**src/rtl/runner_ctrl.sv**
```systemverilog
// runner_ctrl: player-motion controller for Rail Rush (lane transits, jump with fast-fall, timed slide).
// Ports: clock/reset (async, active-high); frame_done tick strobe; button pulses and slide_hold/game_active levels in;
//        lane, player_x/player_y, state and in_transit/is_jumping/is_sliding/jump_clear/slide_clear out (all registered-state derived).
module runner_ctrl #(
  parameter int NUM_LANES      = 3,
  parameter int LANE0_X        = 144,
  parameter int LANE_PITCH     = 256,
  parameter int LANE_STEP      = 64,
  parameter int FEET_Y         = 480,
  parameter int JUMP_UP_FRAMES = 12,
  parameter int JUMP_STEP      = 6,
  parameter int CLEAR_H        = 35,
  parameter int SLIDE_MAX      = 30
) (
  input  logic                         clock,
  input  logic                         reset,
  input  logic                         frame_done,
  input  logic                         move_left_pulse,
  input  logic                         move_right_pulse,
  input  logic                         jump_pulse,
  input  logic                         slide_hold,
  input  logic                         game_active,
  output logic [$clog2(NUM_LANES)-1:0] lane,
  output logic [9:0]                   player_x,
  output logic [9:0]                   player_y,
  output logic [1:0]                   state,
  output logic                         in_transit,
  output logic                         is_jumping,
  output logic                         is_sliding,
  output logic                         jump_clear,
  output logic                         slide_clear
);

  localparam int LW = $clog2(NUM_LANES);
  localparam int CW = $clog2(JUMP_UP_FRAMES + 1);
  localparam int SW = $clog2(SLIDE_MAX + 1);

  localparam logic [LW-1:0] RESET_LANE = LW'((NUM_LANES - 1) / 2);
  localparam logic [LW-1:0] LAST_LANE  = LW'(NUM_LANES - 1);
  localparam logic [9:0]    RESET_X    = 10'(LANE0_X + ((NUM_LANES - 1) / 2) * LANE_PITCH);
  localparam logic [9:0]    STEP_X     = 10'(LANE_STEP);
  localparam logic [9:0]    JSTEP      = 10'(JUMP_STEP);
  localparam logic [9:0]    JSTEP2     = 10'(2 * JUMP_STEP);

  generate
    if (NUM_LANES < 2 || NUM_LANES > 4) begin : g_bad_lanes
      $error("runner_ctrl: NUM_LANES must be 2..4");
    end
    if (JUMP_UP_FRAMES * JUMP_STEP >= FEET_Y) begin : g_bad_jump
      $error("runner_ctrl: jump apex would leave the screen");
    end
    if (LANE0_X + (NUM_LANES - 1) * LANE_PITCH >= 1024) begin : g_bad_x
      $error("runner_ctrl: rightmost lane x does not fit in 10 bits");
    end
    if (LANE_PITCH % LANE_STEP != 0) begin : g_bad_step
      $error("runner_ctrl: LANE_PITCH must be a multiple of LANE_STEP");
    end
  endgenerate

  typedef enum logic [1:0] {
    ST_GROUND = 2'd0,
    ST_RISE   = 2'd1,
    ST_FALL   = 2'd2,
    ST_SLIDE  = 2'd3
  } state_e;

  function automatic logic [9:0] lane_x(input logic [LW-1:0] l);
    return 10'(LANE0_X) + 10'(LANE_PITCH) * 10'(l);
  endfunction

  state_e        state_q, state_d;
  logic [LW-1:0] lane_q, lane_d;
  logic [9:0]    x_q, x_d;
  logic [9:0]    off_q, off_d;
  logic [CW-1:0] cnt_q, cnt_d;
  logic [SW-1:0] scnt_q, scnt_d;
  logic          lock_q, lock_d;
  logic          left_q, left_d, right_q, right_d, jump_q, jump_d;

  logic          tick;
  logic          transit;
  logic [9:0]    new_tgt;
  logic [9:0]    fall_dec;

  assign tick     = frame_done & game_active;
  assign transit  = (x_q != lane_x(lane_q));
  assign fall_dec = slide_hold ? JSTEP2 : JSTEP;

  // Button latches: a pulse wins over the clearing frame_done so it is seen next frame.
  // They clear on every frame_done, frozen or not, so presses never queue up across a pause.
  always_comb begin
    left_d  = move_left_pulse  | (left_q  & ~frame_done);
    right_d = move_right_pulse | (right_q & ~frame_done);
    jump_d  = jump_pulse       | (jump_q  & ~frame_done);
  end

  // Lane select and horizontal motion. The step is taken toward the new target on the
  // accepting tick itself, so a one-lane move finishes after LANE_PITCH/LANE_STEP ticks.
  always_comb begin
    lane_d = lane_q;
    x_d    = x_q;
    if (tick && !transit) begin
      if (left_q) begin
        if (lane_q != '0) lane_d = lane_q - LW'(1);
      end else if (right_q && lane_q != LAST_LANE) begin
        lane_d = lane_q + LW'(1);
      end
    end
    new_tgt = lane_x(lane_d);
    if (tick) begin
      if (x_q < new_tgt)      x_d = x_q + STEP_X;
      else if (x_q > new_tgt) x_d = x_q - STEP_X;
    end
  end

  // Jump/slide state machine.
  always_comb begin
    state_d = state_q;
    off_d   = off_q;
    cnt_d   = cnt_q;
    scnt_d  = scnt_q;
    lock_d  = lock_q;
    if (tick) begin
      if (!slide_hold) lock_d = 1'b0;
      case (state_q)
        ST_GROUND: begin
          if (jump_q) begin
            state_d = ST_RISE;
            cnt_d   = CW'(JUMP_UP_FRAMES);
            off_d   = '0;
          end else if (slide_hold && !lock_q) begin
            state_d = ST_SLIDE;
            scnt_d  = SW'(1);
          end
        end
        ST_RISE: begin
          if (slide_hold) begin
            // Fast-fall: abandon the rise without adding this tick's step.
            state_d = ST_FALL;
            cnt_d   = '0;
          end else begin
            off_d = off_q + JSTEP;
            cnt_d = cnt_q - CW'(1);
            if (cnt_q == CW'(1)) state_d = ST_FALL;
          end
        end
        ST_FALL: begin
          if (off_q <= fall_dec) begin
            off_d   = '0;
            state_d = ST_GROUND;
          end else begin
            off_d = off_q - fall_dec;
          end
        end
        ST_SLIDE: begin
          if (jump_q) begin
            state_d = ST_RISE;
            cnt_d   = CW'(JUMP_UP_FRAMES);
            off_d   = '0;
            scnt_d  = '0;
          end else if (!slide_hold) begin
            state_d = ST_GROUND;
            scnt_d  = '0;
          end else if (scnt_q == SW'(SLIDE_MAX)) begin
            // Slide timed out: stay down until the button is released once.
            state_d = ST_GROUND;
            scnt_d  = '0;
            lock_d  = 1'b1;
          end else begin
            scnt_d = scnt_q + SW'(1);
          end
        end
        default: state_d = ST_GROUND;
      endcase
    end
  end

  always_ff @(posedge clock or posedge reset) begin
    if (reset) begin
      state_q <= ST_GROUND;
      lane_q  <= RESET_LANE;
      x_q     <= RESET_X;
      off_q   <= '0;
      cnt_q   <= '0;
      scnt_q  <= '0;
      lock_q  <= 1'b0;
      left_q  <= 1'b0;
      right_q <= 1'b0;
      jump_q  <= 1'b0;
    end else begin
      state_q <= state_d;
      lane_q  <= lane_d;
      x_q     <= x_d;
      off_q   <= off_d;
      cnt_q   <= cnt_d;
      scnt_q  <= scnt_d;
      lock_q  <= lock_d;
      left_q  <= left_d;
      right_q <= right_d;
      jump_q  <= jump_d;
    end
  end

  assign lane        = lane_q;
  assign player_x    = x_q;
  assign player_y    = 10'(FEET_Y) - off_q;
  assign state       = state_q;
  assign in_transit  = transit;
  assign is_jumping  = (state_q == ST_RISE) || (state_q == ST_FALL);
  assign is_sliding  = (state_q == ST_SLIDE);
  assign jump_clear  = (off_q >= 10'(CLEAR_H));
  assign slide_clear = is_sliding;

endmodule

```
**config.mk**
```make
export PLATFORM = sky130hd
export DESIGN_NAME = runner_ctrl
export DESIGN_NICKNAME = d
export VERILOG_FILES = /design/src/rtl/runner_ctrl.sv
export SDC_FILE = /design/constraint.sdc
export NUM_CORES = 1
export LEC_CHECK = 0
export CAP_MARGIN = 20
export CORE_MARGIN = 3
export CORE_UTILIZATION = 45
export CTS_CLUSTER_DIAMETER = 100
export CTS_CLUSTER_SIZE = 12
export DETAILED_ROUTE_END_ITERATION = 8
export GPL_ROUTABILITY_DRIVEN = 1
export MAX_ROUTING_LAYER = met4
export PLACE_DENSITY = 0.69
export SLEW_MARGIN = 15
export SYNTH_ARGS = -nofsm -noshare
export SYNTH_HDL_FRONTEND = slang
export SYNTH_SLANG_ARGS = --single-unit
```
**constraint.sdc**
```tcl
create_clock -name clock -period 3.4 [get_ports clock]
set_clock_uncertainty 0.15 [all_clocks]
set_input_delay 0.85 -clock clock [delete_from_list [all_inputs] [get_ports clock]]
set_output_delay 0.85 -clock clock [all_outputs]
set_load 0.05 [all_outputs]
```
==> run_results.csv <==
group,metric,value,unit
status,outcome,"finished clean",
pwr,p_leak,1.26,nW
global_routing,grt_pass1_vias,2001,
pwr,finalPower,0.00332,W
synthesis,synth_top_cell_area_share,28.6,%
floorplan,row_count,25,
synthesis,async_flop_share,100,%
sta,fin_setup_tns,0,ps
clock_tree,cts-resized-gates,0,
worst_hold_path,hold_path.class,"flip-flop to flip-flop",
sta,setup-violations-final,0,
finish,num_antenna_cells,0,
global_routing,antenna_found_initial,0,
clock_tree,cts.hold.buffers_added,0,
critical_path,cp-start-kind,"input pin",
drt,initialDrtViolationCount,122,
sta,drv_slew,0,
finish,drive_above_1_share,16.1,%
drt,route.vias.total,2110,
synthesis,ys_ff_latch,30,
drt,drtPass1Iterations,4,
flow_run,cap_violations,0,
synthesis,ys.flop_type,"dfrtp_1",
finish,area_growth,23.3,%
synthesis,synth-edff-count,0,
drt,drt-vias-per-instance,5.67,
synthesis,synth_cell_types,58,
global_routing,grt_max_degree,31,
sta,tightest_slew,564,ps
global_routing,gr-total-overflow,0,
synthesis,syn_area_per_cell,8.77,um2
floorplan,core-area,4880,um2
synthesis,seq_area_frac_synth,32.0,%
synthesis,synth_cells,269,
critical_path,crit_slowest_cell,"clkdlybuf4s50_1",
drt,antenna_left,0,
floorplan,fp.dieArea,6150,um2
global_routing,grtUsageTotal,20.3,%
clock_tree,htree_levels,2,
drt,wl,5.70,mm
critical_path,worstPathArrival,3300,ps
synthesis,netlist_area,2360,um2
pwr,power.density,1140,nW/um2
critical_path,slowest_delay,500,ps
sta,finalCritPeriodShare,96.5,%
finish,fillers,461,
floorplan,io_pins,37,
placement,place_ws,-298,ps
pwr,intPower,0.00158,W
pwr,p_clk_share,11.0,%
sta,layout_min_cycle_time,3280,ps
floorplan,die_width,78.4,um
sta,fin_ws,119,ps
placement,placement.io_buffers,29,
synthesis,synthTopCellsByArea,"dfrtp_1 29%, ha_1 10%, nand2_1 4.3%",
critical_path,cp.required,3420,ps
floorplan,die_h,78.4,um
global_routing,grt_pass1_wl,9.64,mm
sta,slew_headroom,61.9,%
critical_path,crit_chain,"clkdlybuf4s50_1 -> nand2_2 -> nor2_4 -> o21ai_2 -> a22o_1 -> ha_1 -> nand3_1 -> nand2_1 -> ha_1 -> a21o_1 -> a21oi_2 -> xnor2_1 -> nand2b_1 -> xnor2_1",
synthesis,yosys_warnings,0,
placement,hpwl,4.18,mm
clock_tree,clock_latency,290,ps
synthesis,yosysTopAreaCell,"dfrtp_1",
clock_tree,clkSlewWorstSetupHoldPaths,70,ps
placement,place_congestion,0.911,
pwr,ir_drop,684,uV
clock_tree,cts-root-buf,"clkbuf_8",
pwr,power.switching,0.00173,W
floorplan,initial_core_util,48.4,%
pwr,combPwrFrac,68.2,%
synthesis,synthTopCellsByCount,"27 x dfrtp_1, 27 x nand2_1, 19 x ha_1",
critical_path,crit_fanout,3,
pwr,swShare,52.3,%
pwr,pwr-share-seq,20.8,%
sta,grt_setup_unrepaired,"yes",
sta,final-hold-violation-count,0,
drt,drc,0,
sta,max_freq,305,MHz
critical_path,worst-setup-path-type,"input pin to flip-flop",
clock_tree,cts_setup_buffers,0,
clock_tree,cts.path.max_buffers,2,
clock_tree,cts_buffers,5,
clock_tree,cts_tree,"done",
drt,wire_per_inst,15.3,um
clock_tree,numClockSinks,30,
finish,final_nets,332,
critical_path,end_kind,"flip-flop",
per-stage QoR:
step                      cells  hold slack, ps  utilization, %  cell area [um2]
after floorplan             274             313               -             2420
after global placement      364             340            56.9             2780
after detailed placement    364             343            56.9             2780
after CTS                   372             358            59.2             2890
after global routing        372             375            59.6             2910
final                       372             358            59.6             2910
kinds of logic after synthesis:
| kind of cell | share of synthesized area [%] |
|---|---|
| AO/OA/AOI/OAI | 24.2 |
| XOR/XNOR | 5.20 |
| other | 0.318 |
| multiplexers | 2.23 |
| flip-flops | 32.0 |
| buffers and inverters | 7.58 |
| AND/OR/NAND/NOR | 17.6 |
| adder cells (fa/ha/maj) | 10.9 |
layer usage:
| layer | global-route usage [%] | vias up | wire length, um |
|---|---|---|---|
| met1 | 26.9 | 1025 | 2640 |
| met2 | 31.2 | 57 | 2740 |
| met3 | 4.70 | 6 | 244 |
| met5 | - | - | 0 |
| met4 | 5.94 | 0 | 71 |
| li1 | - | 1022 | - |
flip-flops by register name, indices dropped and copies added (netlist names):
name      count
off_q         9
scnt_q        5
cnt_q         4
player_x      4
lane          2
state         2
jump_q        1
left_q        1
lock_q        1
right_q       1
worst paths after layout:
check                            from           to  slack [ps]  cells past startpoint
setup reg to reg              lane[0]  player_x[9]         230                     14
hold reg to reg               right_q      right_q         360                      1
hold / removal                right_q      right_q         360                      1
setup / recovery           frame_done  player_x[9]         120                     14
max in group asynchronous       reset      lane[0]        1980                      3
min in group asynchronous       reset     off_q[5]         790                      3
worst max-delay path: cells and delay by family:
kind	cells	cell delay (ps)
adder cells (fa/ha/maj)	2	570
AO/OA/AOI/OAI	4	680
XOR/XNOR	2	260
AND/OR/NAND/NOR	5	450
buffers and inverters	1	500
final cells by class:
cell class                      count  area [um2]  area share [%]
Sequential cell                    30         762            26.2
Clock inverter                      3        40.0            1.38
Tap cell                           67        83.8            2.88
Clock buffer                        5        68.8            2.37
Inverter                           16        60.1            2.06
Multi-Input combinational cell    207        1490            51.4
Timing Repair Buffer               44         400            13.8
cell usage in the layout, fill, tap and decap left out, drive strengths merged, types with 8 or more instances in the layout:
master / instances
xnor2: 10
inv: 16
o21ai: 20
nand3: 8
nand2: 27
ha: 19
clkdlybuf4s50: 26
dfrtp: 27
buf: 17
a21oi: 15
nor2: 15
power groups by stage:
stage	Sequential, W	Combinational (W)	Clock, W
2_1_floorplan	0.000790	0.00152	0
3_3_place_gp	0.000692	0.00220	0
3_5_place_dp	0.000697	0.00223	0
4_1_cts	0.000690	0.00224	0.000371
5_1_grt	0.000717	0.00245	0.000390
6_report	0.000690	0.00226	0.000364
(Power assumes the default switching activity.)
==> variant 1, RTL diff (config.mk and constraints unchanged) <==
Change the parameter `FEET_Y` from 480 to 256.
--- a/src/rtl/runner_ctrl.sv
+++ b/src/rtl/runner_ctrl.sv
@@ -8,3 +8,3 @@
   parameter int LANE_STEP      = 64,
-  parameter int FEET_Y         = 480,
+  parameter int FEET_Y         = 256,
   parameter int JUMP_UP_FRAMES = 12,
Function: changed (a bounded check fails within 4 cycles, from zero or initial values and one cycle with reset high).
==> variant 1 against the unedited design <==
  * Area after synthesis up 1.2%
  * Sequential cell count unchanged
  * Final area up 1.3%
  * First-iteration DRC count shrank 29%
  * Largest cell class unchanged
  * Sequential power rose by 5.5%
  * Largest power group unchanged
  * Power fell by 2.5%
  * Routed wire length decreased by 6.7%
  * Setup slack got worse by 0.022 ns
==> variant 1: results (changes against the unedited design) <==
status finished, final reports clean; Synth area leaders dfrtp_1 (28%), ha_1 (10%), nand2_1 (4.1%); Yosys warnings 0 (unchanged); count of different cell masters after synthesis 62 (+6.9%); fraction of the mapped netlist area in adder cells 10.8% (-0.13 points); # diodes 0 (unchanged); dominant register cell in the synthesized netlist dfrtp_1; detailed-router iteration count before antenna repair 4 (unchanged); share of async-settable or async-resettable flops after synthesis 100% (unchanged); Worst VDD drop 0.637 mV (-6.9%); Initial DRC Count 87 (-29%); highest fanout seen on the critical path 3 (unchanged); DR WL/cell 14.2 um (-7.7%); worst slack at placement -0.328 ns (-0.0302 ns); Commonest cells post-synth dfrtp_1 (27), nand2_1 (26), nor2_1 (20); largest net degree at the start of global routing 31 (unchanged); sum of net half-perimeters after detailed placement 3860 um (-7.6%); wire length reported by the detailed router 5320 um (-6.7%); XOR/XNOR share of the synthesized area 4.77% (-0.43 points); number of I/O port buffers 29 (unchanged); post-place instance area 2810 um2 (+1.1%); total routing resource utilization after global routing 18.6% (-1.7 points); clock-pin slew on the worst setup and hold paths 0.07 ns (about the same); post-placement cell count 367 (+0.82%); gp weighted congestion 0.859 (-5.8%); post-synthesis sequential area ratio 31.6% (-0.37 points); global-route wire length before repair 9000 um (-6.7%); Worst Hold Class register to register; share of synthesized area spent on multiplexers 2.67% (+0.45 points); worst path arrival time 3.32 ns (+0.02 ns); initial antenna violation count 0 (unchanged); final net count 336 (+1.2%); Clock Path Buffers 2 (unchanged); number of global-route vias before repair 1,880 (-6.0%); Worst-Margin Slew 0.537 ns (-0.0272 ns); Layout fillers 461 (unchanged); H-Tree Level Count 2 (unchanged); vias per cell 5.32 (-6.2%); largest registers off_q: 9 flops, scnt_q: 5 flops; TritonCTS Buffers 5 (unchanged); worst skew pair latency 0.28 ns; Synth Area in Compound Gates 20.9% (-3.3 points); Leak Pwr 1.25 nW (-1.2%); post-synthesis instance total 273 (+1.5%); largest register by flop count off_q; clock root cell clkbuf_8; ratio of cells with drive above 1 in the final layout 16.2% (+0.12 points)
[variant 1: worst max-delay path, stage by stage]
cell and delay [ns]:
clkdlybuf4s50_1 0.49, nand2_2 0.08, nor2_4 0.10, o21ai_2 0.07, a22o_1 0.25, ha_4 0.22
a21o_1 0.15, a21o_1 0.22, ha_4 0.23, a21o_1 0.19, a21oi_2 0.14, xnor2_1 0.13
nand2b_1 0.09, xnor2_1 0.12
[variant 1: final timing paths]
check                               to  slack (ns)  cells after the start  startpoint
max reg2reg                player_x[9]        0.20                     14     lane[0]
min in group asynchronous    scnt_q[2]        0.79                      3       reset
max in group asynchronous      lane[0]        1.99                      3       reset
min reg2reg                    right_q        0.35                      1     right_q
max                        player_x[9]         0.1                     14  frame_done
min                            right_q        0.35                      1     right_q
[variant 1: metal layers]
layer / wire (um) / GRT usage (%)
met5: 0 / -
met3: 219 / 3.40
met1: 2540 / 24.7
met4: 55 / 6.01
met2: 2510 / 28.9
[variant 1: timing repair]
| action | 4_1_cts | 5_1_grt |
|---|---|---|
| pin swaps | 2 | 4 |
| buffers inserted | 1 | 0 |
| endpoints found under the setup margin | 1 | 2 |
| gates resized for setup | 2 | 3 |
| endpoints found under the hold margin | 0 | 0 |
[variant 1: area by class of cell]
type | count | area, um2 | area share [%]
clock buffers | 6 | 82.6 | 2.80
clock inverters | 2 | 12.5 | 0.425
inverters | 17 | 63.8 | 2.17
multi-input cells | 210 | 1530 | 52.1
flip-flops and latches | 30 | 767 | 26.0
well taps | 67 | 83.8 | 2.85
repair buffers | 44 | 403 | 13.7
[variant 1: power breakdown]
group / leakage (nW) / total [mW] / switching, mW / internal (mW)
logic: 0.838 / 2.20 / 1.32 / 0.889
registers: 0.361 / 0.728 / 0.217 / 0.511
clock network: 0.0472 / 0.304 / 0.141 / 0.163
==> variant 2, RTL diff (same settings) <==
Made on the original files. Compare `scnt_q` against `SW'(SLIDE_MAX)` with >= in place of ==.
--- a/src/rtl/runner_ctrl.sv
+++ b/src/rtl/runner_ctrl.sv
@@ -163,3 +163,3 @@
             scnt_d  = '0;
-          end else if (scnt_q == SW'(SLIDE_MAX)) begin
+          end else if (scnt_q >= SW'(SLIDE_MAX)) begin
             // Slide timed out: stay down until the button is released once.
Formal check against the unedited RTL: same outputs for any inputs over 4 cycles, from zero or initial values and one cycle with reset high; that may be too few to reach the edited logic, so the function may still have changed.
==> variant 2 against the unedited design <==
  * Sequential cell count unchanged
  * Critical path depth did not move
  * Routed wire length decreased by 8.9%
  * Power shrank 5.6%
  * Synthesized cell count did not move
  * Final area fell by 1.4%
  * Setup slack improved by 0.039 ns
  * Area after synthesis down 0.85%
  * Critical path type unchanged
  * Largest power group unchanged
  * Highest routed layer unchanged
==> variant 2: results (changes against the unedited design) <==
final net count 333 (+0.30%); fraction of area in clock buffers and inverters 3.18% (-0.56 points); worst slack at placement -0.167 ns (+0.131 ns); total of plain and repair buffers excluding clock buffers 48 (+9.1%); M1 GR Usage 24.9% (-2.0 points); Clock Buffer Count 7 (+2); global-route wire length before repair 9100 um (-5.6%); Leak Pwr 1.28 nW (+1.3%); post-place instance area 2770 um2 (-0.32%); met3 usage in global routing 3.90% (-0.80 points); Worst Hold Class register to register; peak per-stage delay on the critical path 0.47 ns (-0.03 ns); non-clock buffering overhead in the final layout 14.8% (+1.1 points); ratio of cells with drive above 1 in the final layout 15.4% (-0.71 points); reg2reg path depth 14 (unchanged); share of synthesized area spent on multiplexers 2.62% (+0.39 points); sum of net half-perimeters after detailed placement 3880 um (-7.2%); Switching Share 51.6% (-0.71 points); Layout fillers 456 (-1.1%); minimum hold slack 0.335 ns (-0.0235 ns); share of the core filled with cells 58.8% (-0.82 points); status finished, final reports clean; Synth Area in Compound Gates 21.1% (-3.2 points); area of all sequential standard cells 766 um2 (+0.49%); global-route track usage on met2 30.3% (-0.86 points); startpoint of the worst hold path scnt_q[4]; XOR/XNOR share of the synthesized area 5.24% (+0.044 points); Synth area leaders dfrtp_1 (29%), ha_1 (10%), nand2_1 (4.2%); post-placement cell count 365 (+0.27%); Worst R2R Setup Slack 0.27 ns (+0.04 ns); Initial DRC Count 91 (-25%); number of non-clock inverters 17 (+1); top achievable clock speed 308 MHz (+1.2%); chip width 78.1 um (-0.40%); met2 WL post-DR 2510 um (-8.7%); length of routed wiring on met1 2460 um (-6.9%); Worst VDD drop 0.614 mV (-10%); gp weighted congestion 0.840 (-7.8%); largest net degree at the start of global routing 31 (unchanged); crit path to player_x[9]; number of global-route vias before repair 1,934 (-3.3%); vias per cell 5.45 (-4.0%); multi-input logic cell count 203 (-1.9%); DR WL/cell 13.9 um (-9.1%); total routing resource utilization after global routing 19.0% (-1.3 points)
## variant 2: cell count changes in the layout (fill, tap and decap cells not counted), sizes merged, moves of 3 or more
cell / before / now
buf: 17 / 22
nor2: 15 / 12
a211oi: 3 / 0
nand3: 8 / 5
## variant 2: logic make-up after synthesis
| kind of cell | after synthesis |
|---|---|
| buffers and inverters | 41 |
| flip-flops | 30 |
| multiplexers | 6 |
| adder cells (fa/ha/maj) | 20 |
| XOR/XNOR | 14 |
| other | 2 |
| AND/OR/NAND/NOR | 82 |
| AO/OA/AOI/OAI | 74 |
## variant 2: power groups by stage
stage | combinational, mW | sequential (mW) | clock [mW]
2_1_floorplan | 1.47 | 0.774 | 0
3_3_place_gp | 2.13 | 0.665 | 0
3_5_place_dp | 2.16 | 0.667 | 0
4_1_cts | 2.16 | 0.663 | 0.308
5_1_grt | 2.37 | 0.687 | 0.331
6_report | 2.17 | 0.661 | 0.299
